===== config.mk =====
export PLATFORM = sky130hd
export DESIGN_NAME = rns_compare_seq
export DESIGN_NICKNAME = d
export VERILOG_FILES = /design/src/rtl/rns_compare_seq.sv
export SDC_FILE = /design/constraint.sdc
export NUM_CORES = 1
export LEC_CHECK = 0
export ABC_AREA = 1
export BUFFER_PORTS_ARGS = -buffer_cell sky130_fd_sc_hd__buf_2
export CELL_PAD_IN_SITES_DETAIL_PLACEMENT = 1
export CELL_PAD_IN_SITES_GLOBAL_PLACEMENT = 2
export CORE_MARGIN = 2
export CORE_UTILIZATION = 25
export CTS_BUF_LIST = sky130_fd_sc_hd__clkbuf_16
export CTS_CLUSTER_SIZE = 16
export DETAILED_ROUTE_END_ITERATION = 16
export PLACE_DENSITY = 0.68
export SYNTH_ARGS = -nofsm -noshare
export SYNTH_HDL_FRONTEND = slang
export SYNTH_SLANG_ARGS = --single-unit

===== constraint.sdc =====
create_clock -name clk -period 7.5 [get_ports clk]
set_input_delay 1.5 -clock clk [delete_from_list [all_inputs] [get_ports clk]]
set_output_delay 1.5 -clock clk [all_outputs]
set_load 0.01 [all_outputs]

===== src/rtl/rns_compare_seq.sv =====
// rns_compare_seq: handshaked magnitude comparator for 3-modulus RNS operands.
// Residues are converted to mixed-radix digits over two cycles, then the
// reconstructed values are compared (unsigned, or signed with the upper half
// of the range taken as negative). Out-of-range residues force err.
module rns_compare_seq #(
    parameter  int unsigned M1 = 9,
    parameter  int unsigned M2 = 8,
    parameter  int unsigned M3 = 7,
    localparam int unsigned W1 = $clog2(M1),
    localparam int unsigned W2 = $clog2(M2),
    localparam int unsigned W3 = $clog2(M3)
) (
    input  logic          clk,
    input  logic          rst,
    input  logic          in_valid,
    output logic          in_ready,
    input  logic          mode_signed,
    input  logic [W1-1:0] x1,
    input  logic [W2-1:0] x2,
    input  logic [W3-1:0] x3,
    input  logic [W1-1:0] y1,
    input  logic [W2-1:0] y2,
    input  logic [W3-1:0] y3,
    output logic          out_valid,
    input  logic          out_ready,
    output logic          le,
    output logic          eq,
    output logic          gr,
    output logic          err
);

    // Modular inverse of a mod m by search; elaboration-time only.
    function automatic int unsigned f_inv(input int unsigned a, input int unsigned m);
        int unsigned r;
        r = 0;
        for (int unsigned i = 1; i < m; i++) begin
            if (r == 0 && (((a % m) * i) % m) == 1) r = i;
        end
        return r;
    endfunction

    localparam int unsigned M     = M1 * M2 * M3;
    localparam int unsigned WM    = $clog2(M);
    localparam int unsigned HALF  = (M + 1) / 2;
    localparam int unsigned INV12 = f_inv(M1, M2);
    localparam int unsigned INV13 = f_inv(M1, M3);
    localparam int unsigned INV23 = f_inv(M2, M3);
    // Common width able to hold any residue and any modulus value.
    localparam int unsigned WMAX  = (W1 > W2) ? ((W1 > W3) ? W1 : W3) : ((W2 > W3) ? W2 : W3);
    localparam int unsigned WA    = WMAX + 1;
    localparam int unsigned WP2   = 2 * W2 + 1;
    localparam int unsigned WP3   = 2 * W3 + 1;

    typedef enum logic [2:0] {
        S_IDLE,
        S_MR2,
        S_MR3,
        S_CMP,
        S_DONE
    } state_t;

    // ((r - a) mod M2) * INV12 mod M2; a is reduced first since it may exceed M2.
    function automatic logic [W2-1:0] f_mr2(input logic [W2-1:0] r, input logic [WA-1:0] a);
        logic [WA-1:0]  a_red;
        logic [WP2-1:0] d;
        a_red = a % WA'(M2);
        d     = (WP2'(r) + WP2'(M2) - WP2'(a_red)) % WP2'(M2);
        return W2'((d * WP2'(INV12)) % WP2'(M2));
    endfunction

    // ((r - a) mod M3) * inv mod M3.
    function automatic logic [W3-1:0] f_mr3(input logic [W3-1:0] r, input logic [WA-1:0] a,
                                            input logic [W3-1:0] inv);
        logic [WA-1:0]  a_red;
        logic [WP3-1:0] d;
        a_red = a % WA'(M3);
        d     = (WP3'(r) + WP3'(M3) - WP3'(a_red)) % WP3'(M3);
        return W3'((d * WP3'(inv)) % WP3'(M3));
    endfunction

    state_t        r_state;
    logic          r_in_ready;
    logic          r_out_valid;
    logic          r_le;
    logic          r_eq;
    logic          r_gr;
    logic          r_err;
    logic          r_bad;
    logic          r_mode;
    logic [W1-1:0] r_x1;
    logic [W2-1:0] r_x2;
    logic [W3-1:0] r_x3;
    logic [W1-1:0] r_y1;
    logic [W2-1:0] r_y2;
    logic [W3-1:0] r_y3;
    logic [W2-1:0] r_a2x;
    logic [W2-1:0] r_a2y;
    logic [W3-1:0] r_t3x;
    logic [W3-1:0] r_t3y;
    logic [W3-1:0] r_a3x;
    logic [W3-1:0] r_a3y;

    logic [W2-1:0] w_a2x;
    logic [W2-1:0] w_a2y;
    logic [W3-1:0] w_t3x;
    logic [W3-1:0] w_t3y;
    logic [W3-1:0] w_a3x;
    logic [W3-1:0] w_a3y;
    logic [WM-1:0] w_vx;
    logic [WM-1:0] w_vy;
    logic          w_negx;
    logic          w_negy;
    logic          w_lt;
    logic          w_eq;
    logic          w_range_err;

    // Mixed-radix digit datapath, X and Y in parallel.
    assign w_a2x = f_mr2(r_x2, WA'(r_x1));
    assign w_a2y = f_mr2(r_y2, WA'(r_y1));
    assign w_t3x = f_mr3(r_x3, WA'(r_x1), W3'(INV13));
    assign w_t3y = f_mr3(r_y3, WA'(r_y1), W3'(INV13));
    assign w_a3x = f_mr3(r_t3x, WA'(r_a2x), W3'(INV23));
    assign w_a3y = f_mr3(r_t3y, WA'(r_a2y), W3'(INV23));

    // Positional value from the digits: a1 + a2*M1 + a3*M1*M2.
    assign w_vx = WM'(r_x1) + WM'(r_a2x) * WM'(M1) + WM'(r_a3x) * WM'(M1 * M2);
    assign w_vy = WM'(r_y1) + WM'(r_a2y) * WM'(M1) + WM'(r_a3y) * WM'(M1 * M2);

    // In signed mode differing signs decide directly; same sign keeps the V order.
    assign w_negx = (w_vx >= WM'(HALF));
    assign w_negy = (w_vy >= WM'(HALF));
    assign w_lt   = (r_mode && (w_negx != w_negy)) ? w_negx : (w_vx < w_vy);
    assign w_eq   = (w_vx == w_vy);

    assign w_range_err = (WA'(x1) >= WA'(M1)) || (WA'(x2) >= WA'(M2)) || (WA'(x3) >= WA'(M3)) ||
                         (WA'(y1) >= WA'(M1)) || (WA'(y2) >= WA'(M2)) || (WA'(y3) >= WA'(M3));

    // Control FSM with registered handshake and result outputs.
    always_ff @(posedge clk) begin
        if (rst) begin
            r_state     <= S_IDLE;
            r_in_ready  <= 1'b1;
            r_out_valid <= 1'b0;
            r_le        <= 1'b0;
            r_eq        <= 1'b0;
            r_gr        <= 1'b0;
            r_err       <= 1'b0;
            r_bad       <= 1'b0;
            r_mode      <= 1'b0;
            r_x1        <= '0;
            r_x2        <= '0;
            r_x3        <= '0;
            r_y1        <= '0;
            r_y2        <= '0;
            r_y3        <= '0;
            r_a2x       <= '0;
            r_a2y       <= '0;
            r_t3x       <= '0;
            r_t3y       <= '0;
            r_a3x       <= '0;
            r_a3y       <= '0;
        end else begin
            case (r_state)
                S_IDLE: begin
                    if (in_valid && r_in_ready) begin
                        r_x1       <= x1;
                        r_x2       <= x2;
                        r_x3       <= x3;
                        r_y1       <= y1;
                        r_y2       <= y2;
                        r_y3       <= y3;
                        r_mode     <= mode_signed;
                        r_bad      <= w_range_err;
                        r_in_ready <= 1'b0;
                        r_state    <= S_MR2;
                    end
                end
                S_MR2: begin
                    r_a2x   <= w_a2x;
                    r_a2y   <= w_a2y;
                    r_t3x   <= w_t3x;
                    r_t3y   <= w_t3y;
                    r_state <= S_MR3;
                end
                S_MR3: begin
                    r_a3x   <= w_a3x;
                    r_a3y   <= w_a3y;
                    r_state <= S_CMP;
                end
                S_CMP: begin
                    r_out_valid <= 1'b1;
                    r_err       <= r_bad;
                    r_le        <= !r_bad && w_lt;
                    r_eq        <= !r_bad && w_eq;
                    r_gr        <= !r_bad && !w_lt && !w_eq;
                    r_state     <= S_DONE;
                end
                S_DONE: begin
                    if (out_ready) begin
                        r_out_valid <= 1'b0;
                        r_le        <= 1'b0;
                        r_eq        <= 1'b0;
                        r_gr        <= 1'b0;
                        r_err       <= 1'b0;
                        r_in_ready  <= 1'b1;
                        r_state     <= S_IDLE;
                    end
                end
                default: begin
                    r_out_valid <= 1'b0;
                    r_in_ready  <= 1'b1;
                    r_state     <= S_IDLE;
                end
            endcase
        end
    end

    assign in_ready  = r_in_ready;
    assign out_valid = r_out_valid;
    assign le        = r_le;
    assign eq        = r_eq;
    assign gr        = r_gr;
    assign err       = r_err;

endmodule


== Word level (Yosys, flattened, before mapping) ==
Index checks and enable logic that the tools add are counted.
Word-level totals
  bits in registers: 49
  output and inout port bits: 6
  input port bits: 25
  logic and storage cells: 104
Operators by class
  bitwise gates (word level): 2
  add/sub/neg operators: 16
  div/mod/pow operators: 12
  equality and inequality tests: 8
  order comparisons: 7
  multiplexer cells: 13
  multiply operators: 4
  reductions and logical operators: 21
Operator list (number)
  7-bit by 3-bit modulo with 7-bit output (second input constant): 8
  4-bit by 5-bit subtractor with 6-bit output: 4
  8-bit by 9-bit adder with 9-bit output: 2
  9-bit by 8-bit >= comparator with 1-bit output (second input constant): 2
  3-bit by 3-bit adder with 4-bit output (second input constant): 4
  4-bit by 7-bit adder with 8-bit output: 2
  3-bit case mux with 5 select lines: 1
  3-bit by 4-bit multiplier with 7-bit output (second input constant): 2
  3-bit by 4-bit multiplier with 6-bit output (second input constant): 2
  3-bit by 3-bit modulo with 5-bit output (second input constant): 2
  4-bit by 3-bit modulo with 5-bit output (second input constant): 2
  9-bit equality test: 1
  9-bit less-than comparator: 1
  4-bit >= comparator (second input constant): 2
  1-bit case mux with 2 select lines: 4
  2-bit AND reduction: 4
  3-bit by 1-bit adder with 3-bit output (second input constant): 2
  3-bit by 2-bit equality test with 1-bit output (second input constant): 2
  3-bit >= comparator (second input constant): 2
  1-bit logical AND: 6
  3-bit 2-to-1 mux: 2
  1-bit case mux with 3 select lines: 2
  3-bit OR reduction: 2
  3-bit subtractor: 2
  other kinds (11): 20

== Longest topological paths before layout ==
Gate-level depths: netlist of run 1.
  word-level depth: 11
  depth in mapped cells: 48
  gate-level depth less buffers: 48

== Worst setup path after synthesis of run 1 ==
OpenSTA, ideal clock, no wires.
  path type: register to register
  from: register r_x1[1]
  to: register r_t3x[0]
  library setup time: 0.109 ns
  path buffers: 0
  stages on the path, launching flop included: 45
  arrival: 5.259 ns
  slack: 2.132 ns
  period minus slack after synthesis: 5.368 ns
  data required time: 7.391 ns
  cell sequence: dfxtp_1 -> ha_1 -> inv_1 -> nand3_2 -> nand3_2 -> nand3_1 -> xor2_1 -> ha_1 -> fa_1 -> nand2_1 -> inv_1 -> nor2_1 -> nand2_1 -> nand2_1 -> ha_1 -> nand3_1 -> nor2_1 -> nand3_2 -> [... 9 more ...] -> nand2_4 -> inv_2 -> nand3_1 -> nand2_1 -> nand3_1 -> o21ai_0 -> nor2_1 -> ha_1 -> nand4_2 -> nand2_1 -> ha_1 -> inv_1 -> nand4_1 -> nand2_1 -> nor2_1 -> nand3_1 -> nand2_1 -> inv_1
Between the ends
  longest elaborated chain between the ends: 4
RTL lines
  from (decl): line 90  | logic [W1-1:0] r_x1;
  from (signal assigned): line 150  | r_x1 <= '0;
  from (signal assigned): line 166  | r_x1 <= x1;
  4-bit by 3-bit modulo with 5-bit output: line 76  | a_red = a % WA'(M3);
  4-bit by 5-bit subtractor with 6-bit output: line 77  | d = (WP3'(r) + WP3'(M3) - WP3'(a_red)) % WP3'(M3);
  7-bit by 3-bit modulo with 7-bit output: line 77
  7-bit by 3-bit modulo with 7-bit output: line 78  | return W3'((d * WP3'(inv)) % WP3'(M3));
  to (signal assigned): line 181  | r_t3x <= w_t3x;
  to (decl): line 98  | logic [W3-1:0] r_t3x;
No other way between the ends.
A chain may end at the register's enable or synchronous reset.

== Worst setup path after layout of run 1 ==
  from: register r_x1[2]
  to: register r_t3x[0]
The elaborated chain is that of the path after synthesis.

==> results.toml, run 1 <==
[yosys]
syn-num-nets = 1068
synthArstFlopShare_pct = 0
syn_area_mm2 = 0.00647
syn_area_per_cell_um2 = 6.86
postSynthCellCount = 944
synth_cell_type_count = 53
yosysWarnings = 0
seq_area_frac_synth_pct = 15.2
ys.flop_type = "dfxtp_1"
synth_edf_count = 0
synth-seq-cells = 49

[clock_tree]
post_cts_buffers = 0
clkTransAtPathRegs_ps = 80
clk_latency_ps = 310
cts_hold_buf = 0
post_cts_resized = 0
clockBufferDepth = 2
htree_levels = 2
cts_made_buffers = 5
cts.sinks = 49
cts.root.buffer_cell = "clkbuf_16"
cts_tree = "done"

[global_routing]
grt_pass1_vias = 5930
grt_usage_pct = 12.5
grt_overflow = 0
grt_pass1_wl_mm = 27.7
grt_antenna_before_repair = 0
grt_max_degree = 34

[critical_path]
cp.required_ps = 7720
slowest_delay_ps = 580
slowest_stage = "dfxtp_1"
end_kind = "flip-flop"
critPathKind = "reg -> reg"
cp.arrival_ps = 6360
start_kind = "flip-flop"
cp_common_cell = "nand2_1"
cp_max_fo = 9

[layout]
nFillCells = 3159
fin_nets = 1095
final_util_pct = 28.3
drive_above_1_share_pct = 16.5
layout_common_cells = "nand2_1, inv_1, ha_1, nand3_1, nor2_1"
seqCellArea_um2 = 981
layout_commonest_cell = "nand2_1"
antennaDiodeCount = 0
multi_input_area_mm2 = 0.00482
synthToLayoutAreaGrowth_pct = 10.7

[die]
initial_core_util_pct = 25.6
pin_count = 31
core_area_mm2 = 0.0253
fp-row-count = 58
dieWidth_um = 165
die_h_um = 165
dieArea_mm2 = 0.0272

[place]
gp_congestion = 0.722
place_hpwl_mm = 13.3
io_buffers = 30

[sta]
setup_tns_ps = 0
hold_viol = 0
fin_skew_ps = 7.11
slew_headroom_pct = 35.2
hold_slack_ps = 470
tightest_slew_ps = 971
maxSlewViolCount = 0
setup_viol = 0
grt_setup_unrepaired = "false"
min_period_over_period_pct = 81.9
timing.fmax_mhz = 163
period_needed_ps = 6140

[routing]
dr.pass1.iters = 4
vias = 5849
ant_nets = 0
wl_per_cell_um = 12.1
drt-initial-drc-count = 166
via_per_inst = 4.49
drc = 0
routed_wirelength_mm = 15.8

[run_status]
status = "finished clean"

[job]
drv_cap = 0

[worst_hold_path]
hold_class = "reg -> reg"
[logic make-up (layout without fill, tap and decap cells)]
group | Yosys count | in the layout | share of synthesized area, %
XOR/XNOR | 34 | 34 | 4.83
flip-flops | 49 | 49 | 15.2
multiplexers | 2 | 2 | 0.309
AO/OA/AOI/OAI | 129 | 129 | 11.3
buffers and inverters | 174 | 202 | 10.3
adder cells (fa/ha/maj) | 99 | 99 | 20.3
AND/OR/NAND/NOR | 457 | 457 | 37.8
[final cells by class]
type | count | area share, %
Clock buffer | 5 | 1.75
Tap cell | 330 | 5.76
Clock inverter | 3 | 0.664
Sequential cell | 49 | 13.7
Inverter | 162 | 8.49
Timing Repair Buffer | 32 | 2.31
Multi-Input combinational cell | 721 | 67.3
[Yosys cell counts, types with 7 or more instances]
cell | number | area (um2)
nand2_1 | 190 | 713
inv_1 | 147 | 552
ha_1 | 89 | 1110
nand3_1 | 74 | 370
nor2_1 | 61 | 229
a21oi_1 | 52 | 260
dfxtp_1 | 49 | 981
o21ai_0 | 43 | 215
nand2_2 | 36 | 225
nand3_2 | 20 | 200
xor2_1 | 20 | 175
nand2_4 | 16 | 180
inv_2 | 15 | 56.3
nand4_1 | 15 | 93.8
xnor2_1 | 12 | 105
fa_1 | 10 | 200
nor3_1 | 9 | 45.0
clkbuf_1 | 7 | 26.3
[metrics by stage]
step / std cells / setup slack, ps / area [um2]
floorplan: 944 / 2130 / 6470
global placement: 1294 / 1340 / 6990
detailed placement: 1294 / 1310 / 6990
CTS: 1302 / 1280 / 7160
global route: 1302 / 471 / 7160
finish: 1302 / 1360 / 7160
[path summary, 6_finish.rpt]
check / end / cells past startpoint / slack [ps] / from
hold reg to reg: gr$_SDFFE_PP0P_ / 2 / 470 / gr$_SDFFE_PP0P_
setup reg to reg: r_t3x[0]$_SDFFE_PP0P_ / 44 / 1360 / r_x1[2]$_SDFFE_PP0P_
hold / removal: gr$_SDFFE_PP0P_ / 2 / 470 / gr$_SDFFE_PP0P_
setup / recovery: r_t3x[0]$_SDFFE_PP0P_ / 44 / 1360 / r_x1[2]$_SDFFE_PP0P_
[registers in the layout, indices dropped and copies added (netlist names), 3 cells and up]
name,flops
r_y2,3
r_a2x,3
r_t3x,3
r_a2y,3
r_state,3
r_y3,3
r_y1,4
r_x3,3
r_a3x,3
r_t3y,3
r_x2,3
r_a3y,3
r_x1,4
[per-layer routing]
metal	wire (um)	track usage, %	share of wire [%]
met3	303	2.34	1.9
met1	8300	17.2	53
met5	0	0	0
met2	7090	20.6	45
met4	114	1.90	0.72
[critical path, delay by kind of cell (launching register included)]
kind | cells | cell delay, ps
xor gates and xnor gates | 1 | 170
adders and majority gates | 7 | 1800
and+or+nand+nor | 29 | 2930
buffers and inverters | 5 | 250
AOI/OAI and AO/OA | 2 | 270
DFF | 1 | 580
Power of run 1 is not shown: default switching activity piles up to over one toggle a cycle in this logic, so the estimate is an artifact.
==> run 2: changes to the inputs <==
Settings changed: PLACE_DENSITY 0.68 to 0.7.
Clock period 7.5 ns to 5.2 ns, I/O delays scaled along.
==> run 2 against run 1 <==
Net effect:
- first-iteration DRC count decreased by 4.8%
- sequential cell count unchanged
- final area increased by 27%
- global-route usage increased by 0.49 points
- sequential share of layout area decreased by 2.7 points
- register-to-register slack got worse by 1300 ps
- largest cell class unchanged
- critical endpoint unchanged
==> results.toml, run 2 (synthesis gave the netlist of run 1 again) <==
[run_status]
status = "finished clean"

[sta]
setup_tns_ps = 0
slew_headroom_pct = 40.9
maxSlewViolCount = 0
min_period_over_period_pct = 99.7
fin_skew_ps = 7.15
setup_viol = 0
timing.fmax_mhz = 193
hold_viol = 0
grt_setup_unrepaired = "true"
period_needed_ps = 5190
tightest_slew_ps = 886

[clock_tree]
cts_made_buffers = 5
cts.sinks = 49
clkTransAtPathRegs_ps = 70
htree_levels = 2
cts_tree = "done"
clockBufferDepth = 2
cts.root.buffer_cell = "clkbuf_16"
clk_latency_ps = 310

[job]
drv_cap = 0

[global_routing]
grt_overflow = 0
grt_pass1_wl_mm = 29.3
grt_pass1_vias = 6423
grt_usage_pct = 13.0
grt_antenna_before_repair = 0
grt_max_degree = 31

[routing]
routed_wirelength_mm = 17.9
drt-initial-drc-count = 158
ant_nets = 0
vias = 6479
drc = 0
dr.pass1.iters = 4
via_per_inst = 4.50
wl_per_cell_um = 12.5

[die]
die_h_um = 165
dieWidth_um = 165
dieArea_mm2 = 0.0272
fp-row-count = 58
core_area_mm2 = 0.0253
initial_core_util_pct = 25.6
pin_count = 31

[critical_path]
cp.buffers_inverters = 15
cp_max_fo = 3
cp.arrival_ps = 5390
cp.required_ps = 5410
slowest_delay_ps = 370
critPathKind = "reg -> reg"
start_kind = "flip-flop"
slowest_stage = "dfxtp_4"
cp_common_cell = "buf_4"
rrSetupSlack_ps = 10
crit_family = "simple AND/OR/NAND/NOR gates"
end_kind = "flip-flop"

[layout]
final_util_pct = 36.0
layout_commonest_cell = "nand2_1"
antennaDiodeCount = 0
synthToLayoutAreaGrowth_pct = 40.7
drive_above_1_share_pct = 40.0
layout_common_cells = "nand2_1, inv_1, buf_4, ha_1, nand2_2"
fin_nets = 1234
nFillCells = 3118
largestRegisters = "r_x1 x4, r_y1 x4"

[place]
io_buffers = 30
place_hpwl_mm = 13.8
gp_congestion = 0.778

[worst_hold_path]
hold_class = "reg -> reg"
run 2: cell count changes in the layout (fill, tap and decap cells not counted), moves of 14 or more:
| cell | before | now |
|---|---|---|
| buf_4 | 2 | 127 |
| buf_6 | 0 | 14 |
| ha_1 | 89 | 66 |
| ha_4 | 0 | 16 |
| inv_1 | 147 | 129 |
| inv_2 | 15 | 29 |
| nand2_1 | 190 | 145 |
| nand2_2 | 36 | 61 |
| nand2_4 | 16 | 36 |
| nand3_1 | 74 | 50 |
| nand3_4 | 3 | 17 |
run 2: through the flow:
| step | hold slack (ps) | cells | setup slack (ps) | cell area, um2 |
|---|---|---|---|---|
| after detailed placement | 457 | 1387 | -268 | 7720 |
| after floorplan | 433 | 944 | -11.1 | 6500 |
| after global routing | 488 | 1441 | -348 | 9110 |
| after CTS | 467 | 1416 | -2.03 | 8220 |
| final | 460 | 1441 | 14.7 | 9110 |
| after global placement | 454 | 1387 | -135 | 7720 |
run 2: area by class of cell:
cell class	instances	area, um2	share of cell area [%]
timing repair buffer	171	1260	13.8
sequential	49	997	10.9
clock buffer	5	125	1.37
inverter	162	621	6.81
tap	330	413	4.53
multi-input combinational	721	5670	62.3
clock inverter	3	18.8	0.206
run 2: routing by layer:
metal	track usage [%]	up-vias	wire length, um
li1	-	3405	-
met1	17.4	3025	8620
met2	22.5	39	8900
met3	1.03	10	227
met4	3.08	0	194
met5	0	-	0
run 2: worst paths after layout:
path	depth (start not counted)	from	end
hold / removal	2	r_y2[0]$_SDFFE_PP0P_	r_y2[0]$_SDFFE_PP0P_
setup / recovery	45	r_x1[1]$_SDFFE_PP0P_	r_t3x[0]$_SDFFE_PP0P_
hold reg to reg	2	r_y2[0]$_SDFFE_PP0P_	r_y2[0]$_SDFFE_PP0P_
setup reg to reg	45	r_x1[1]$_SDFFE_PP0P_	r_t3x[0]$_SDFFE_PP0P_
run 2: worst reg2reg max path: cells and delay by family (launching register included):
kind | cells | cell delay, ps
fa+ha+maj | 5 | 950
mux | 1 | 240
compound gates | 3 | 340
buf+inv | 15 | 1450
flops | 1 | 370
simple gates | 21 | 1760
run 2: what timing repair did:
action / 4_1_cts / 5_1_grt
setup buffers: 21 / 25
pin swaps: 33 / 87
endpoints found under the setup margin: 5 / 12
gates resized for setup: 52 / 167
hold buffers: 0 / 0
Power of run 2 is left out for the same reason.
